File: config.mk
export PLATFORM = sky130hd
export DESIGN_NAME = ntt_intt_pwm_clock_gate_ctrl
export DESIGN_NICKNAME = d
export VERILOG_FILES = /design/src/rtl/ntt_intt_pwm_cg_pkg.sv /design/src/rtl/ntt_intt_pwm_clock_gate_ctrl.sv
export SDC_FILE = /design/constraint.sdc
export NUM_CORES = 1
export LEC_CHECK = 0
export CAP_MARGIN = 5
export CORE_AREA = 2 2 39 41
export CTS_BUF_LIST = sky130_fd_sc_hd__clkbuf_16
export CTS_CLUSTER_SIZE = 8
export DETAILED_ROUTE_END_ITERATION = 10
export DIE_AREA = 0 0 41 43
export DONT_BUFFER_PORTS = 1
export PLACE_DENSITY = 0.71
export SLEW_MARGIN = 20
export SYNTH_ARGS = -nofsm -noshare
export SYNTH_HDL_FRONTEND = slang
export SYNTH_SLANG_ARGS = --single-unit
File: constraint.sdc
create_clock -name clk_i -period 1.5 [get_ports clk_i]
set_input_delay 0.225 -clock clk_i [delete_from_list [all_inputs] [get_ports clk_i]]
set_output_delay 0.225 -clock clk_i [all_outputs]
set_load 0.01 [all_outputs]
File: src/rtl/ntt_intt_pwm_cg_pkg.sv
// ---------------------------------------------------------------------------
// ntt_intt_pwm_cg_pkg
//
// Shared definitions for the NTT/INTT/PWM clock-gate enable controller:
//   - cg_state_e        : controller state encoding (RUN / GATED / WAKE)
//   - IDLE_CYCLES_DEF   : default idle run length before gating
//   - WAKE_CYCLES_DEF   : default settle length spent in WAKE
//   - STATS_W           : width of the optional gated-cycle statistics counter
//                         (used only when NTT_INTT_PWM_CG_STATS_EN is defined)
// ---------------------------------------------------------------------------
package ntt_intt_pwm_cg_pkg;

    typedef enum logic [1:0] {
        RUN   = 2'b00,
        GATED = 2'b01,
        WAKE  = 2'b10
    } cg_state_e;

    localparam int IDLE_CYCLES_DEF = 16;
    localparam int WAKE_CYCLES_DEF = 2;
    localparam int STATS_W         = 32;

endpackage : ntt_intt_pwm_cg_pkg

File: src/rtl/ntt_intt_pwm_clock_gate_ctrl.sv
// ---------------------------------------------------------------------------
// ntt_intt_pwm_clock_gate_ctrl
//
// Enable-side controller for the accelerator core clock gate. Runs on the
// free-running clock and drives the en_i pin of an integrator-supplied gate
// cell. After IDLE_CYCLES consecutive idle cycles in RUN the core clock is
// gated; a wake request (or any other activity) ungates it, and the request
// is acknowledged only after WAKE_CYCLES settle cycles.
//
// Ports:
//   clk_i          in   free-running clock
//   rst_i          in   synchronous reset, active-high
//   cg_enable_i    in   CSR bit, 0 = gating disallowed
//   busy_i         in   accelerator core busy
//   wake_req_i     in   level wake request, held until acknowledged
//   wake_ack_o     out  clock running and settled (combinational off state)
//   clk_en_o       out  registered enable to the clock-gate cell
//   gated_o        out  registered status, core clock currently gated
//   stats_clr_i    in   clear gated-cycle counter    (NTT_INTT_PWM_CG_STATS_EN)
//   gated_cycles_o out  saturating gated-cycle count (NTT_INTT_PWM_CG_STATS_EN)
//
// Optional feature macro: NTT_INTT_PWM_CG_STATS_EN
// ---------------------------------------------------------------------------
module ntt_intt_pwm_clock_gate_ctrl
    import ntt_intt_pwm_cg_pkg::*;
#(
    parameter int IDLE_CYCLES = IDLE_CYCLES_DEF,
    parameter int WAKE_CYCLES = WAKE_CYCLES_DEF,
    parameter int CNT_W       = 8
) (
    input  logic               clk_i,
    input  logic               rst_i,
    input  logic               cg_enable_i,
    input  logic               busy_i,
    input  logic               wake_req_i,
    output logic               wake_ack_o,
    output logic               clk_en_o,
    output logic               gated_o
`ifdef NTT_INTT_PWM_CG_STATS_EN
    ,
    input  logic               stats_clr_i,
    output logic [STATS_W-1:0] gated_cycles_o
`endif
);

    localparam logic [CNT_W-1:0] IDLE_LAST = CNT_W'(IDLE_CYCLES - 1);
    localparam logic [CNT_W-1:0] WAKE_LAST = CNT_W'(WAKE_CYCLES - 1);
    localparam logic [CNT_W-1:0] CNT_ONE   = CNT_W'(1);

    cg_state_e        state_q, state_d;
    logic [CNT_W-1:0] cnt_q, cnt_d;
    logic             clk_en_q, clk_en_d;
    logic             gated_q, gated_d;
    logic             act;

    // State, shared counter and the registered gate outputs. The outputs are
    // taken from next-state so the gate enable changes on the same edge as
    // the state transition.
    always_ff @(posedge clk_i) begin
        if (rst_i) begin
            state_q  <= RUN;
            cnt_q    <= '0;
            clk_en_q <= 1'b1;
            gated_q  <= 1'b0;
        end else begin
            state_q  <= state_d;
            cnt_q    <= cnt_d;
            clk_en_q <= clk_en_d;
            gated_q  <= gated_d;
        end
    end

    // Next-state logic. One counter serves both as the idle run length in
    // RUN and the settle timer in WAKE; it is held at zero in GATED so each
    // phase starts counting from a clean value.
    always_comb begin
        act      = busy_i | wake_req_i | ~cg_enable_i;
        state_d  = state_q;
        cnt_d    = cnt_q;

        unique case (state_q)
            RUN: begin
                // Activity wins over gating, even on the terminal count.
                if (act) begin
                    cnt_d = '0;
                end else if (cnt_q == IDLE_LAST) begin
                    state_d = GATED;
                    cnt_d   = '0;
                end else begin
                    cnt_d = cnt_q + CNT_ONE;
                end
            end
            GATED: begin
                cnt_d = '0;
                if (act) begin
                    state_d = WAKE;
                end
            end
            WAKE: begin
                // Inputs are ignored here: once woken, the clock always
                // settles fully before the controller may gate again.
                if (cnt_q == WAKE_LAST) begin
                    state_d = RUN;
                    cnt_d   = '0;
                end else begin
                    cnt_d = cnt_q + CNT_ONE;
                end
            end
            default: begin
                state_d = RUN;
                cnt_d   = '0;
            end
        endcase

        clk_en_d = (state_d != GATED);
        gated_d  = (state_d == GATED);
    end

    assign clk_en_o = clk_en_q;
    assign gated_o  = gated_q;

    // The ack is masked by reset so that a request already pending in RUN
    // cannot see a spurious ack during the reset cycle.
    assign wake_ack_o = (state_q == RUN) & wake_req_i & ~rst_i;

`ifdef NTT_INTT_PWM_CG_STATS_EN
    logic [STATS_W-1:0] gated_cycles_q, gated_cycles_d;

    // Saturating count of cycles spent with gated_o high; clear wins over
    // increment.
    always_comb begin
        gated_cycles_d = gated_cycles_q;
        if (stats_clr_i) begin
            gated_cycles_d = '0;
        end else if (gated_q && !(&gated_cycles_q)) begin
            gated_cycles_d = gated_cycles_q + STATS_W'(1);
        end
    end

    always_ff @(posedge clk_i) begin
        if (rst_i) begin
            gated_cycles_q <= '0;
        end else begin
            gated_cycles_q <= gated_cycles_d;
        end
    end

    assign gated_cycles_o = gated_cycles_q;
`endif

endmodule : ntt_intt_pwm_clock_gate_ctrl
==> impl_metrics.py <==
metrics = {
    "clocking": {
        "clk_latency_ns": 0.24,
        "cts.htree.levels": 1,
        "cts_buffer_depth": 2,
        "numCtsBuffers": 3,
        "clkTransAtPathRegs_ns": 0.04,
        "ctsRootBufferMaster": "clkbuf_16",
        "cts_num_sinks": 12,
        "cts_tree": "done",
        "hold_buffers": 0,
    },
    "critical_path": {
        "crit_path_end": "cnt_q[0]",
        "r2r-start": "cnt_q[1]",
        "path_class": "reg2reg",
        "reg2reg_slack_ns": -0.01,
        "cp.arrival_ns": 1.66,
        "end_kind": "flop",
        "critPathRequiredTime_ns": 1.65,
        "rr_worst_depth": 4,
        "crit_start": "cnt_q[1]",
        "cp-start-kind": "flop",
        "cp_max_fo": 7,
        "r2r_end": "cnt_q[0]",
    },
    "sta": {
        "fin_ws_ns": -0.0113,
        "period_needed_ns": 1.51,
        "rsz0062_at_grt": "true",
        "min_period_over_period": 1.01,
        "fmax_ghz": 0.662,
        "hold_viol_final": 0,
        "finalMaxSlewViolations": 0,
        "setup_viol": 3,
        "finClkSkew_ns": 0.00131,
        "tightest_slew_ns": 0.587,
        "max-slew-margin-rel": 0.603,
    },
    "detailed_routing": {
        "vias": 467,
        "drc": 0,
        "wl_per_cell_um": 13.8,
        "dr.pass1.iters": 2,
        "vias_per_cell": 5.56,
        "ant_nets": 0,
        "drt_iter0_drc": 4,
        "wl_um": 1160,
    },
    "die": {
        "core_um2": 1380,
        "io_pins": 8,
        "core.rowCount": 14,
        "dieArea_um2": 1760,
        "die_y_um": 43,
        "die_w_um": 41,
        "start_util": 0.411,
    },
    "layout": {
        "antenna_cells": 0,
        "fin_nets": 76,
        "drive_gt1_frac": 0.353,
        "final_cells": 84,
        "area_growth_pct": 33.4,
    },
    "grt": {
        "grt_pass1_wl_um": 1960,
        "overflow": 0,
        "grt_pass1_vias": 484,
        "grt_max_degree": 12,
        "grt_use_total": 0.172,
        "antenna_found_initial": 0,
    },
    "synth": {
        "synth_area_leaders": "dfxtp_1 42%, a221oi_2 7.9%, a211oi_1 6.6%",
        "synth_top_area_frac": 0.422,
        "syn_avg_cell_area_um2": 10.2,
        "ys_types": 26,
        "yosys_most_used_dff": "dfxtp_1",
        "async_flop_share": 0,
        "yosysMostFrequentCell": "dfxtp_1",
        "syn-num-nets": 63,
        "yosysSeqAreaShare": 0.422,
        "synth_edf_count": 0,
        "synthTopCellsByCount": "12 x dfxtp_1, 5 x a211oi_1, 4 x nand3_1, 4 x o21ai_0",
        "synth_area_um2": 569,
        "synth_warnings": 0,
        "synth_top_area_cell": "dfxtp_1",
        "ys_ff_latch": 12,
        "synthCells": 56,
    },
    "outcome": {
        "outcome": "finished with violations",
        "violations": "setup timing",
    },
    "power": {
        "p_leak_uw": 0.000243,
        "peakVddDrop_uv": 686,
        "p_per_area_nw_per_um2": 1090,
    },
    "min_path": {
        "holdCritPathClass": "in2reg",
    },
    "place": {
        "gp_congestion": 0.700,
        "port_buffers": 0,
        "dp_slack_ns": -0.0334,
        "dp_cells": 79,
        "dp.final_hpwl_um": 819,
    },
    "job": {
        "cap_violations": 0,
    },
}
[where the power goes]
part / leakage [uW] / switching, uW / internal, uW / total (uW)
Clock: 0.0000385 / 136 / 350 / 487
Sequential: 0.0000977 / 0.817 / 321 / 322
Combinational: 0.000107 / 7.67 / 8.00 / 15.7
Total: 0.000243 / 145 / 680 / 824
[cell type report]
type	instances	area, um^2
multi-input combinational	39	332
sequential	12	243
timing repair buffer	10	75.1
inverter	3	11.3
fill	123	624
tap	16	20.0
clock inverter	1	3.75
clock buffer	3	75.1
[through the flow]
stage | setup TNS (ns) | instance area (um^2) | total power, uW | hold slack, ns | util
finish | -0.0250 | 759 | 824 | 0.0451 | 0.549
global route | -0.281 | 759 | 842 | 0.0400 | 0.549
CTS | -0.0289 | 748 | 831 | 0.0432 | 0.541
detailed placement | -0.121 | 656 | 342 | 0.295 | 0.474
global placement | -0.0163 | 656 | 342 | 0.294 | 0.474
floorplan | 0 | 577 | 343 | 0.356 | -
[kinds of logic (layout without fill, tap and decap cells)]
family	after synthesis	after routing	share of synthesized area
simple gates	17	17	0.182
xor+xnor	3	3	0.0462
buf+inv	5	17	0.0351
flops	12	12	0.422
fa+ha+maj	2	2	0.0439
compound gates	17	17	0.270
[timing repair]
item                                    4_1_cts  5_1_grt
endpoints found under the setup margin        7        7
buffers inserted                              1        0
resized for setup                             2        2
cloned                                        0        0
pin swaps                                     0        1
[sequential cells by signal, indices dropped and copies added (netlist names)]
name and count:
state_q 2, cnt_q 8, clk_en_o 1, gated_o 1
[worst min path at each step]
stage | start | end | slack [ns] | cells after the start
finish | rst_i | cnt_q[4] | 0.05 | 1
global route | rst_i | cnt_q[7] | 0.04 | 1
CTS | rst_i | cnt_q[4] | 0.04 | 1
detailed placement | rst_i | cnt_q[7] | 0.29 | 1
global placement | rst_i | cnt_q[6] | 0.29 | 1
floorplan | rst_i | clk_en_o | 0.36 | 2
[worst max-delay path, cell delays in order, from the launching register on]
cell and delay (ns):
dfxtp_2 0.33, ha_4 0.15, and3_4 0.17, a2111o_4 0.51, a211oi_1 0.25
[layer usage]
layer,part of all wire,wire length (um),track usage
met1,0.43,501,0.187
met2,0.51,589,0.259
met3,0.028,32,0.0628
met4,0.030,35,0.120
met5,0,0,0
[layout by cell type, fill, tap and decap left out, types with 2 or more instances in the layout]
cell type and instances:
dfxtp_2 2, nand3_1 4, o21a_1 2, a211oi_1 4, dfxtp_1 10, inv_1 3, a221oi_2 3, o21ai_0 4
or3_1 3, clkbuf_16 3, buf_4 10, xnor2_1 2
(Power assumes the default switching activity.)
